**config.mk**
```make
export PLATFORM = sky130hd
export DESIGN_NAME = load_store_unit_flat
export DESIGN_NICKNAME = d
export VERILOG_FILES = /design/src/rtl/load_store_unit_if.sv /design/src/rtl/load_store_unit.sv /design/src/flat_wrapper.sv
export SDC_FILE = /design/constraint.sdc
export NUM_CORES = 1
export LEC_CHECK = 0
export ABC_AREA = 0
export ABC_CLOCK_PERIOD_IN_PS = 5300
export CORE_MARGIN = 2
export CORE_UTILIZATION = 30
export CTS_CLUSTER_DIAMETER = 120
export CTS_CLUSTER_SIZE = 28
export DETAILED_ROUTE_END_ITERATION = 7
export GPL_ROUTABILITY_DRIVEN = 0
export GPL_TIMING_DRIVEN = 0
export HOLD_SLACK_MARGIN = 0.15
export PLACE_DENSITY_LB_ADDON = 0.1
export SYNTH_ARGS = -nofsm -noshare
export SYNTH_HDL_FRONTEND = slang
export SYNTH_SLANG_ARGS = --single-unit
```
**constraint.sdc**
```tcl
create_clock -name clk -period 5.3 [get_ports clk]
set_clock_uncertainty 0.05 [all_clocks]
set_input_delay 0.795 -clock clk [delete_from_list [all_inputs] [get_ports clk]]
set_output_delay 0.795 -clock clk [all_outputs]
set_load 0.05 [all_outputs]
```
**src/rtl/load_store_unit_if.sv**
```systemverilog
// Purpose: data-memory port between the load/store unit and data memory (req/gnt/rvalid).
// Latency: none; this is a wiring bundle only.
// Backpressure: a request holds until dmem_gnt; read data is accepted only on dmem_rvalid.
// Ports: dmem_req/we/addr/be/wdata are driven by the master; dmem_gnt/rvalid/rdata by the slave.
interface load_store_unit_if;
  logic        dmem_req;
  logic        dmem_we;
  logic [31:0] dmem_addr;
  logic [3:0]  dmem_be;
  logic [31:0] dmem_wdata;
  logic        dmem_gnt;
  logic        dmem_rvalid;
  logic [31:0] dmem_rdata;

  modport master (
    output dmem_req, dmem_we, dmem_addr, dmem_be, dmem_wdata,
    input  dmem_gnt, dmem_rvalid, dmem_rdata
  );

  modport slave (
    input  dmem_req, dmem_we, dmem_addr, dmem_be, dmem_wdata,
    output dmem_gnt, dmem_rvalid, dmem_rdata
  );
endinterface

```
**src/rtl/load_store_unit.sv**
```systemverilog
// Purpose: RISC-V data-memory access stage; checks legality, drives lanes, extends load data.
// Latency: store 2 cycles, load 3 cycles minimum; each gnt or rvalid wait cycle adds one.
// Backpressure: busy stays high from issue until done; start is ignored while busy.
// Ports: clk/rst_n; start + decoder bundle (mem_read, mem_write, write_enable, read_enable),
//   addr, wdata in; busy, done, err, rdata out; dmem master modport to data memory.
module load_store_unit (
  input  logic                       clk,
  input  logic                       rst_n,
  input  logic                       start,
  input  logic                       mem_read,
  input  logic                       mem_write,
  input  logic [3:0]                 write_enable,
  input  logic [4:0]                 read_enable,
  input  logic [31:0]                addr,
  input  logic [31:0]                wdata,
  output logic                       busy,
  output logic                       done,
  output logic                       err,
  output logic [31:0]                rdata,
  load_store_unit_if.master          dmem
);

  typedef enum logic [1:0] {IDLE, REQ, WAIT_R, DONE} state_t;

  // Everything about the access still needed after issue.
  typedef struct packed {
    logic       is_load;
    logic [4:0] ld_type;
    logic [1:0] lo;
  } op_t;

  state_t      state;
  op_t         op_q;

  logic        is_load;
  logic        is_store;
  logic        re_onehot;
  logic        we_legal;
  logic [3:0]  size_mask;
  logic        misalign;
  logic        legal;
  logic [3:0]  lane_be;
  logic [31:0] store_data;
  logic [31:0] shifted;
  logic [31:0] load_result;

  // Issue-side decode; only consulted in IDLE when start is high.
  always_comb begin
    is_load   = mem_read & ~mem_write;
    is_store  = mem_write & ~mem_read;
    re_onehot = (read_enable != 5'd0) && ((read_enable & (read_enable - 5'd1)) == 5'd0);
    we_legal  = (write_enable == 4'b0001) || (write_enable == 4'b0011) ||
                (write_enable == 4'b1111);

    size_mask = write_enable;
    if (is_load) begin
      if (read_enable[2])                         size_mask = 4'b1111;
      else if (read_enable[1] || read_enable[4])  size_mask = 4'b0011;
      else                                        size_mask = 4'b0001;
    end

    misalign = ((size_mask == 4'b0011) && addr[0]) ||
               ((size_mask == 4'b1111) && (addr[1:0] != 2'b00));
    legal    = ((is_load && re_onehot) || (is_store && we_legal)) && !misalign;
    lane_be  = size_mask << addr[1:0];

    case (size_mask)
      4'b0001: store_data = {4{wdata[7:0]}};
      4'b0011: store_data = {2{wdata[15:0]}};
      default: store_data = wdata;
    endcase
  end

  // Bring the addressed lane down to bit 0, then extend by load type.
  always_comb begin
    shifted = dmem.dmem_rdata >> {op_q.lo, 3'b000};
    if (op_q.ld_type[0])      load_result = {{24{shifted[7]}}, shifted[7:0]};
    else if (op_q.ld_type[1]) load_result = {{16{shifted[15]}}, shifted[15:0]};
    else if (op_q.ld_type[3]) load_result = {24'd0, shifted[7:0]};
    else if (op_q.ld_type[4]) load_result = {16'd0, shifted[15:0]};
    else                      load_result = shifted;
  end

  always_ff @(posedge clk or negedge rst_n) begin
    if (!rst_n) begin
      state           <= IDLE;
      op_q            <= '0;
      busy            <= 1'b0;
      done            <= 1'b0;
      err             <= 1'b0;
      rdata           <= 32'd0;
      dmem.dmem_req   <= 1'b0;
      dmem.dmem_we    <= 1'b0;
      dmem.dmem_addr  <= 32'd0;
      dmem.dmem_be    <= 4'd0;
      dmem.dmem_wdata <= 32'd0;
    end else begin
      done <= 1'b0;
      err  <= 1'b0;
      case (state)
        IDLE: begin
          if (start) begin
            if (legal) begin
              op_q.is_load    <= is_load;
              op_q.ld_type    <= is_load ? read_enable : 5'd0;
              op_q.lo         <= addr[1:0];
              state           <= REQ;
              busy            <= 1'b1;
              dmem.dmem_req   <= 1'b1;
              dmem.dmem_we    <= is_store;
              dmem.dmem_addr  <= {addr[31:2], 2'b00};
              dmem.dmem_be    <= lane_be;
              dmem.dmem_wdata <= is_store ? store_data : 32'd0;
            end else begin
              err <= 1'b1;
            end
          end
        end
        REQ: begin
          // rvalid is deliberately not looked at here, even alongside gnt.
          if (dmem.dmem_gnt) begin
            dmem.dmem_req <= 1'b0;
            if (op_q.is_load) begin
              state <= WAIT_R;
            end else begin
              state <= DONE;
              done  <= 1'b1;
            end
          end
        end
        WAIT_R: begin
          if (dmem.dmem_rvalid) begin
            rdata <= load_result;
            state <= DONE;
            done  <= 1'b1;
          end
        end
        DONE: begin
          state <= IDLE;
          busy  <= 1'b0;
        end
        default: begin
          state <= IDLE;
          busy  <= 1'b0;
        end
      endcase
    end
  end

endmodule

```
**src/flat_wrapper.sv**
```systemverilog
// flat-port wrapper written by rule: the top's interface ports become plain ports
module load_store_unit_flat 
  (clk, rst_n, start, mem_read, mem_write, write_enable, read_enable, addr, wdata, busy, done, err, rdata, dmem_dmem_req, dmem_dmem_we, dmem_dmem_addr, dmem_dmem_be, dmem_dmem_wdata, dmem_dmem_gnt, dmem_dmem_rvalid, dmem_dmem_rdata);
  load_store_unit_if dmem_i ();
  input  logic clk;
  input  logic rst_n;
  input  logic start;
  input  logic mem_read;
  input  logic mem_write;
  input  logic [3:0] write_enable;
  input  logic [4:0] read_enable;
  input  logic [31:0] addr;
  input  logic [31:0] wdata;
  output logic busy;
  output logic done;
  output logic err;
  output logic [31:0] rdata;
  output wire logic [$bits(dmem_i.dmem_req)-1:0] dmem_dmem_req;
  output wire logic [$bits(dmem_i.dmem_we)-1:0] dmem_dmem_we;
  output wire logic [$bits(dmem_i.dmem_addr)-1:0] dmem_dmem_addr;
  output wire logic [$bits(dmem_i.dmem_be)-1:0] dmem_dmem_be;
  output wire logic [$bits(dmem_i.dmem_wdata)-1:0] dmem_dmem_wdata;
  input wire logic [$bits(dmem_i.dmem_gnt)-1:0] dmem_dmem_gnt;
  input wire logic [$bits(dmem_i.dmem_rvalid)-1:0] dmem_dmem_rvalid;
  input wire logic [$bits(dmem_i.dmem_rdata)-1:0] dmem_dmem_rdata;
  assign dmem_dmem_req = dmem_i.dmem_req;
  assign dmem_dmem_we = dmem_i.dmem_we;
  assign dmem_dmem_addr = dmem_i.dmem_addr;
  assign dmem_dmem_be = dmem_i.dmem_be;
  assign dmem_dmem_wdata = dmem_i.dmem_wdata;
  assign dmem_i.dmem_gnt = dmem_dmem_gnt;
  assign dmem_i.dmem_rvalid = dmem_dmem_rvalid;
  assign dmem_i.dmem_rdata = dmem_dmem_rdata;
  load_store_unit u_core (.clk(clk), .rst_n(rst_n), .start(start), .mem_read(mem_read), .mem_write(mem_write), .write_enable(write_enable), .read_enable(read_enable), .addr(addr), .wdata(wdata), .busy(busy), .done(done), .err(err), .rdata(rdata), .dmem(dmem_i));
endmodule
```
# Word-level counts from Yosys, hierarchy flattened
# Cells that the tools add are included.
word_totals:
  register_bits: 113
  in_bits: 112
  out_inout_bits: 105
classes:
  add_sub_neg: 1
  eq_ne: 13
  shift: 2
  muxes: 28
  bitwise: 5
  reduce_logical: 23
op_table:
  columns: ["op", "count"]
  rows:
  - ["32-bit two-way mux", 5]
  - ["32-bit case mux with 2 select lines", 1]
  - ["32-bit by 5-bit >> shifter with 32-bit output", 1]
  - ["1-bit two-way mux", 10]
  - ["2-bit two-way mux", 5]
  - ["4-bit by 1-bit equality test with 1-bit output, second input constant", 2]
  - ["4-bit by 2-bit equality test with 1-bit output, second input constant", 2]
  - ["4-bit equality test, second input constant", 2]
  - ["4-bit two-way mux", 2]
  - ["2-bit case mux with 4 select lines", 1]
  - ["4-bit AND reduction", 2]
  - ["1-bit logical AND", 6]
  - ["2-bit != test, second input constant", 3]
  - ["1-bit case mux with 2 select lines", 3]
  - ["3-bit AND reduction", 2]
  - ["2-bit nonzero test", 3]
  - ["5-bit bitwise AND", 1]
  - ["5-bit logical NOT", 1]
  - ["1-bit logical OR", 5]
  - ["5-bit two-way mux", 1]
  - ["5-bit nonzero test", 1]
  - ["5-bit by 1-bit subtractor with 5-bit output, second input constant", 1]
  - ["2-bit equality test, second input constant", 2]
  - ["4-bit by 2-bit << shifter with 4-bit output", 1]
  - ["7 further kinds", 9]

# Longest topological paths before layout
logic_depth:
  depth_word: 12
  mapped_depth: 8
  ltp_nobuf: 6

# Worst setup path before layout
# Ideal clock, no wire load.
synth_timing:
  path_type: "input-to-reg"
  start: "in mem_write"
  end: "reg u_core.dmem.dmem_addr[10]"
  setup_ns: 0.125
  arrival_ns: 2.383
  t_required_ns: 5.125
  setup_slack_ns: 2.742
  cell_stages: 5
  path_buffers: 1
  cell_sequence: "or3b_1 o211a_1 nor3_4 buf_6 mux2_4"
synth_via:
  elab_chain_cells: 9
  elab_cells_between_ends: 15
  classes_between: "2 x eq/ne; 1 x mux; 3 x bitwise; 9 x reduce/logical"
synth_lines:
  columns: ["element", "line_no", "rtl"]
  rows:
  - ["start: declaration", "flat_wrapper.sv:9", "input logic mem_write;"]
  - ["1-bit NOT", "load_store_unit.sv:49", "is_load = mem_read & ~mem_write;"]
  - ["1-bit bitwise AND", "load_store_unit.sv:49", null]
  - ["4-bit two-way mux", "load_store_unit.sv:56", "if (is_load) begin"]
  - ["4-bit by 2-bit equality test with 1-bit output or 4-bit equality test (tied branches)", "load_store_unit.sv:62, load_store_unit.sv:63", null]
  - ["1-bit logical AND, on equally long branches", "load_store_unit.sv:62, load_store_unit.sv:63", null]
  - ["1-bit logical OR", "load_store_unit.sv:62", "misalign = ((size_mask == 4'b0011) && addr[0]) ||"]
  - ["1-bit logical NOT", "load_store_unit.sv:64", "legal = ((is_load && re_onehot) || (is_store && we_legal)) && !misalign;"]
  - ["1-bit logical AND (*)", "load_store_unit.sv:64", null]
  - ["3-bit AND reduction (no line) (*)", null, null]
  - ["end signal: assignment", "load_store_unit.sv:111", "dmem.dmem_addr <= {addr[31:2], 2'b00};"]
  - ["end: declaration", "load_store_unit_if.sv:16", "output dmem_req, dmem_we, dmem_addr, dmem_be, dmem_wdata,"]
# Mark *: on every way between the ends. The rest lies on a longest branch, timed or not.
# A chain may end at the register's enable or synchronous reset.

# Final worst setup path
layout_timing:
  start: "in mem_write"
  end: "reg u_core.dmem.dmem_be[2]"
layout_via:
  elab_chain_cells: 9
  elab_cells_between_ends: 16
  classes_between: "2 x eq/ne; 1 x shift; 1 x mux; 3 x bitwise; 9 x reduce/logical"
layout_lines:
  columns: ["element", "line_no", "rtl"]
  rows:
  - ["1-bit NOT", "load_store_unit.sv:49", null]
  - ["1-bit bitwise AND", "load_store_unit.sv:49", null]
  - ["4-bit two-way mux", "load_store_unit.sv:56", null]
  - ["4-bit by 2-bit equality test with 1-bit output or 4-bit equality test (tied branches)", "load_store_unit.sv:62, load_store_unit.sv:63", null]
  - ["1-bit logical AND, on equally long branches", "load_store_unit.sv:62, load_store_unit.sv:63", null]
  - ["1-bit logical OR", "load_store_unit.sv:62", null]
  - ["1-bit logical NOT", "load_store_unit.sv:64", null]
  - ["1-bit logical AND", "load_store_unit.sv:64", null]
  - ["3-bit AND reduction (no line)", null, null]
  - ["end signal: assignment", "load_store_unit.sv:112", "dmem.dmem_be <= lane_be;"]
  - ["end: declaration", "load_store_unit_if.sv:16", null]
# Several ways; a longest one is shown, not always the timed one.

==> results.sh <==
export IMPL_outcome="complete, no violations"
export IMPL_dp_cells=1032
export IMPL_cts_hold_buf=0
export IMPL_seq_area_frac_synth=0.480
export IMPL_fin_crit_ns=3.20
export IMPL_timing_final_crit_share=0.604
export IMPL_async_reset_ff_frac=1.00
export IMPL_synth_top_area_cell="dfrtp_1"
export IMPL_avgSynthCellArea_um2=10.6
export IMPL_grt_setup_unrepaired="false"
export IMPL_drive_above_1_share=0.114
export IMPL_grt_util_all_layers=0.175
export IMPL_clk_pin_slew_worst_paths_ns=0.08
export IMPL_clockBufferDepth=2
export IMPL_avgViaCountPerCell=4.82
export IMPL_relSlewSlack=0.463
export IMPL_port_buffers=213
export IMPL_initial_utilization=0.303
export IMPL_drt_iter0_drc=262
export IMPL_synth_area_top_cells="dfrtp_1 (48%), mux2_4 (7.7%), mux2i_1 (5.8%), a21oi_1 (4.5%), mux2_2 (4.4%)"
export IMPL_ys_seq_elements=112
export IMPL_die_width_um=143
export IMPL_dpl_hpwl_um=14000
export IMPL_cp_end_kind="flip-flop"
export IMPL_ys_types=53
export IMPL_synth_top_cells_by_count="dfrtp_1 (112), nand2_1 (67), a21oi_1 (53)"
export IMPL_clockRootBuffer="clkbuf_16"
export IMPL_place_area_mm2=0.00833
export IMPL_arrival_ns=3.40
export IMPL_yosysWarnings=0
export IMPL_vias=5047
export IMPL_numCtsBuffers=9
export IMPL_core_mm2=0.0193
export IMPL_globalRouteOverflowTotal=0
export IMPL_wl_um=17900
export IMPL_fmax_mhz=312
export IMPL_insertedDiodeCount=0
export IMPL_die_h_um=143
export IMPL_fin_setup_tns_ns=0
export IMPL_cts_sinks=112
export IMPL_grt_pass1_vias=5173
export IMPL_die_area_mm2=0.0206
export IMPL_yosys_area_top_type_share=0.480
export IMPL_crit_path_start_kind="input port"
export IMPL_syn_to_final_growth_pct=47.6
export IMPL_p_per_area_mw_per_mm2=563
export IMPL_tightest_slew_ns=0.799
export IMPL_required_ns=5.50
export IMPL_drt_pass1_iter_count=5
export IMPL_hold_class="input port to async pin"
export IMPL_hold_viol=0
export IMPL_syn_inst=552
export IMPL_power_leakage_nw=3.56
export IMPL_vdd_drop_max_uv=238
export IMPL_drc=0
export IMPL_synth_edff_count=0
export IMPL_grt_pass1_wl_um=28000
export IMPL_power_mw=4.85
export IMPL_final_antenna_net_count=0
export IMPL_ioPinCount=217
export IMPL_post_cts_buffers=0
export IMPL_antenna_found_initial=0
export IMPL_num_rows=51
export IMPL_path_class="input port to flip-flop"
export IMPL_synth_flop_cell="dfrtp_1"
export IMPL_nNetsFinal=894
export IMPL_cap_violations=0
export IMPL_worst_hold_slack_ns=0.272
export IMPL_tritoncts="yes"
export IMPL_grt_max_degree=76
export IMPL_syn_area_mm2=0.00584
export IMPL_clkLatencyLatePin_ns=0.36
export IMPL_synth_most_common_cell="dfrtp_1"
export IMPL_crit_fanout=10
export IMPL_layout_cells_non_filler=1048
export IMPL_finalSetupViolCount=0
export IMPL_cts_resized_gates=0
export IMPL_htree_num_levels=3
export IMPL_wl_per_cell_um=17.1
export IMPL_final_cell_area_mm2=0.00861
export IMPL_maxSlewViolCount=0
[cells in the final DEF (no fill, tap or decap), drive strengths merged, types with 3 or more instances in the layout]
cell | Yosys | layout
clkbuf | 21 | 30
a21oi | 53 | 53
inv | 11 | 13
mux2 | 63 | 63
o22a | 8 | 8
mux2i | 34 | 34
nor2b | 4 | 4
and2 | 3 | 3
nand2 | 67 | 67
dfrtp | 112 | 112
o22ai | 3 | 3
ha | 4 | 4
buf | 18 | 20
a31oi | 6 | 6
o21ai | 49 | 49
nor2 | 19 | 19
clkdlybuf4s50 | 0 | 212
o31ai | 27 | 27
nand2b | 5 | 5
nand3 | 11 | 11
clkinvlp | 0 | 3
[routing by layer]
metal,vias to the layer above,global-route usage,wire [um]
li1,2429,-,-
met1,2435,0.228,7990
met2,165,0.285,8450
met3,18,0.0433,1240
met4,0,0.0578,270
met5,-,0,0
[worst paths after layout]
kind | from | to | slack (ns) | cells after the start
max reg2reg | u_core.state[0]$_DFFE_PN0P_ | u_core.dmem.dmem_be[2]$_DFFE_PN0P_ | 2.86 | 6
min in group clk | u_core.dmem.dmem_addr[28]$_DFFE_PN0P_ | u_core.dmem.dmem_addr[28]$_DFFE_PN0P_ | 0.44 | 1
min reg2reg | u_core.dmem.dmem_addr[28]$_DFFE_PN0P_ | u_core.dmem.dmem_addr[28]$_DFFE_PN0P_ | 0.44 | 1
max | mem_write | u_core.dmem.dmem_be[2]$_DFFE_PN0P_ | 2.10 | 8
min | rst_n | u_core.rdata[11]$_DFFE_PN0P_ | 0.27 | 1
max in group asynchronous | rst_n | u_core.dmem.dmem_wdata[11]$_DFFE_PN0P_ | 4.22 | 2
[registers in the layout, indices dropped and copies added (netlist names)]
| name | cells |
|---|---|
| u_core.err | 1 |
| u_core.done | 1 |
| u_core.op_q | 7 |
| u_core.dmem.dmem_be | 4 |
| u_core.state | 2 |
| u_core.busy | 1 |
| u_core.dmem.dmem_we | 1 |
| u_core.dmem.dmem_req | 1 |
| u_core.dmem.dmem_wdata | 32 |
| u_core.rdata | 32 |
| u_core.dmem.dmem_addr | 30 |
[critical path, stage by stage]
cell             delay [ns]
clkdlybuf4s50_1        0.58
and2b_1                0.15
clkbuf_1               0.28
o211ai_1               0.20
o211a_1                0.21
nor3_4                 0.58
buf_6                  0.28
mux2_4                 0.31
[stage by stage]
stage | util | setup slack [ns]
global route | 0.447 | 1.84
detailed placement | 0.432 | 1.68
finish | 0.447 | 2.10
global placement | 0.431 | -1.14
floorplan | - | 2.74
CTS | 0.447 | 2.06
[logic make-up (layout without fill, tap and decap cells)]
| group | after synthesis | count (layout) | synth area share |
|---|---|---|---|
| mux | 97 | 97 | 0.199 |
| flops | 112 | 112 | 0.480 |
| buf+inv | 50 | 280 | 0.0410 |
| simple gates | 123 | 123 | 0.0976 |
| compound gates | 163 | 163 | 0.170 |
| other cells | 1 | 2 | 0.000643 |
| xor+xnor | 2 | 2 | 0.00300 |
| fa+ha+maj | 4 | 4 | 0.00858 |
[report_power, final]
part           switching, mW  total, mW  internal (mW)
registers              0.196       1.38           1.18
logic                   1.77       2.80           1.04
clock network          0.338      0.663          0.325
total                   2.30       4.85           2.54
[area by class of cell]
| class | count | area (um2) |
|---|---|---|
| Buffer | 39 | 198 |
| Timing Repair Buffer | 214 | 2160 |
| Fill cell | 1862 | 10700 |
| Tap cell | 265 | 332 |
| Inverter | 11 | 41.3 |
| Clock buffer | 9 | 225 |
| Multi-Input combinational cell | 391 | 2800 |
| Sequential cell | 112 | 2800 |
| Clock inverter | 7 | 56.3 |
Note: power is estimated with default switching activity, not from simulation.
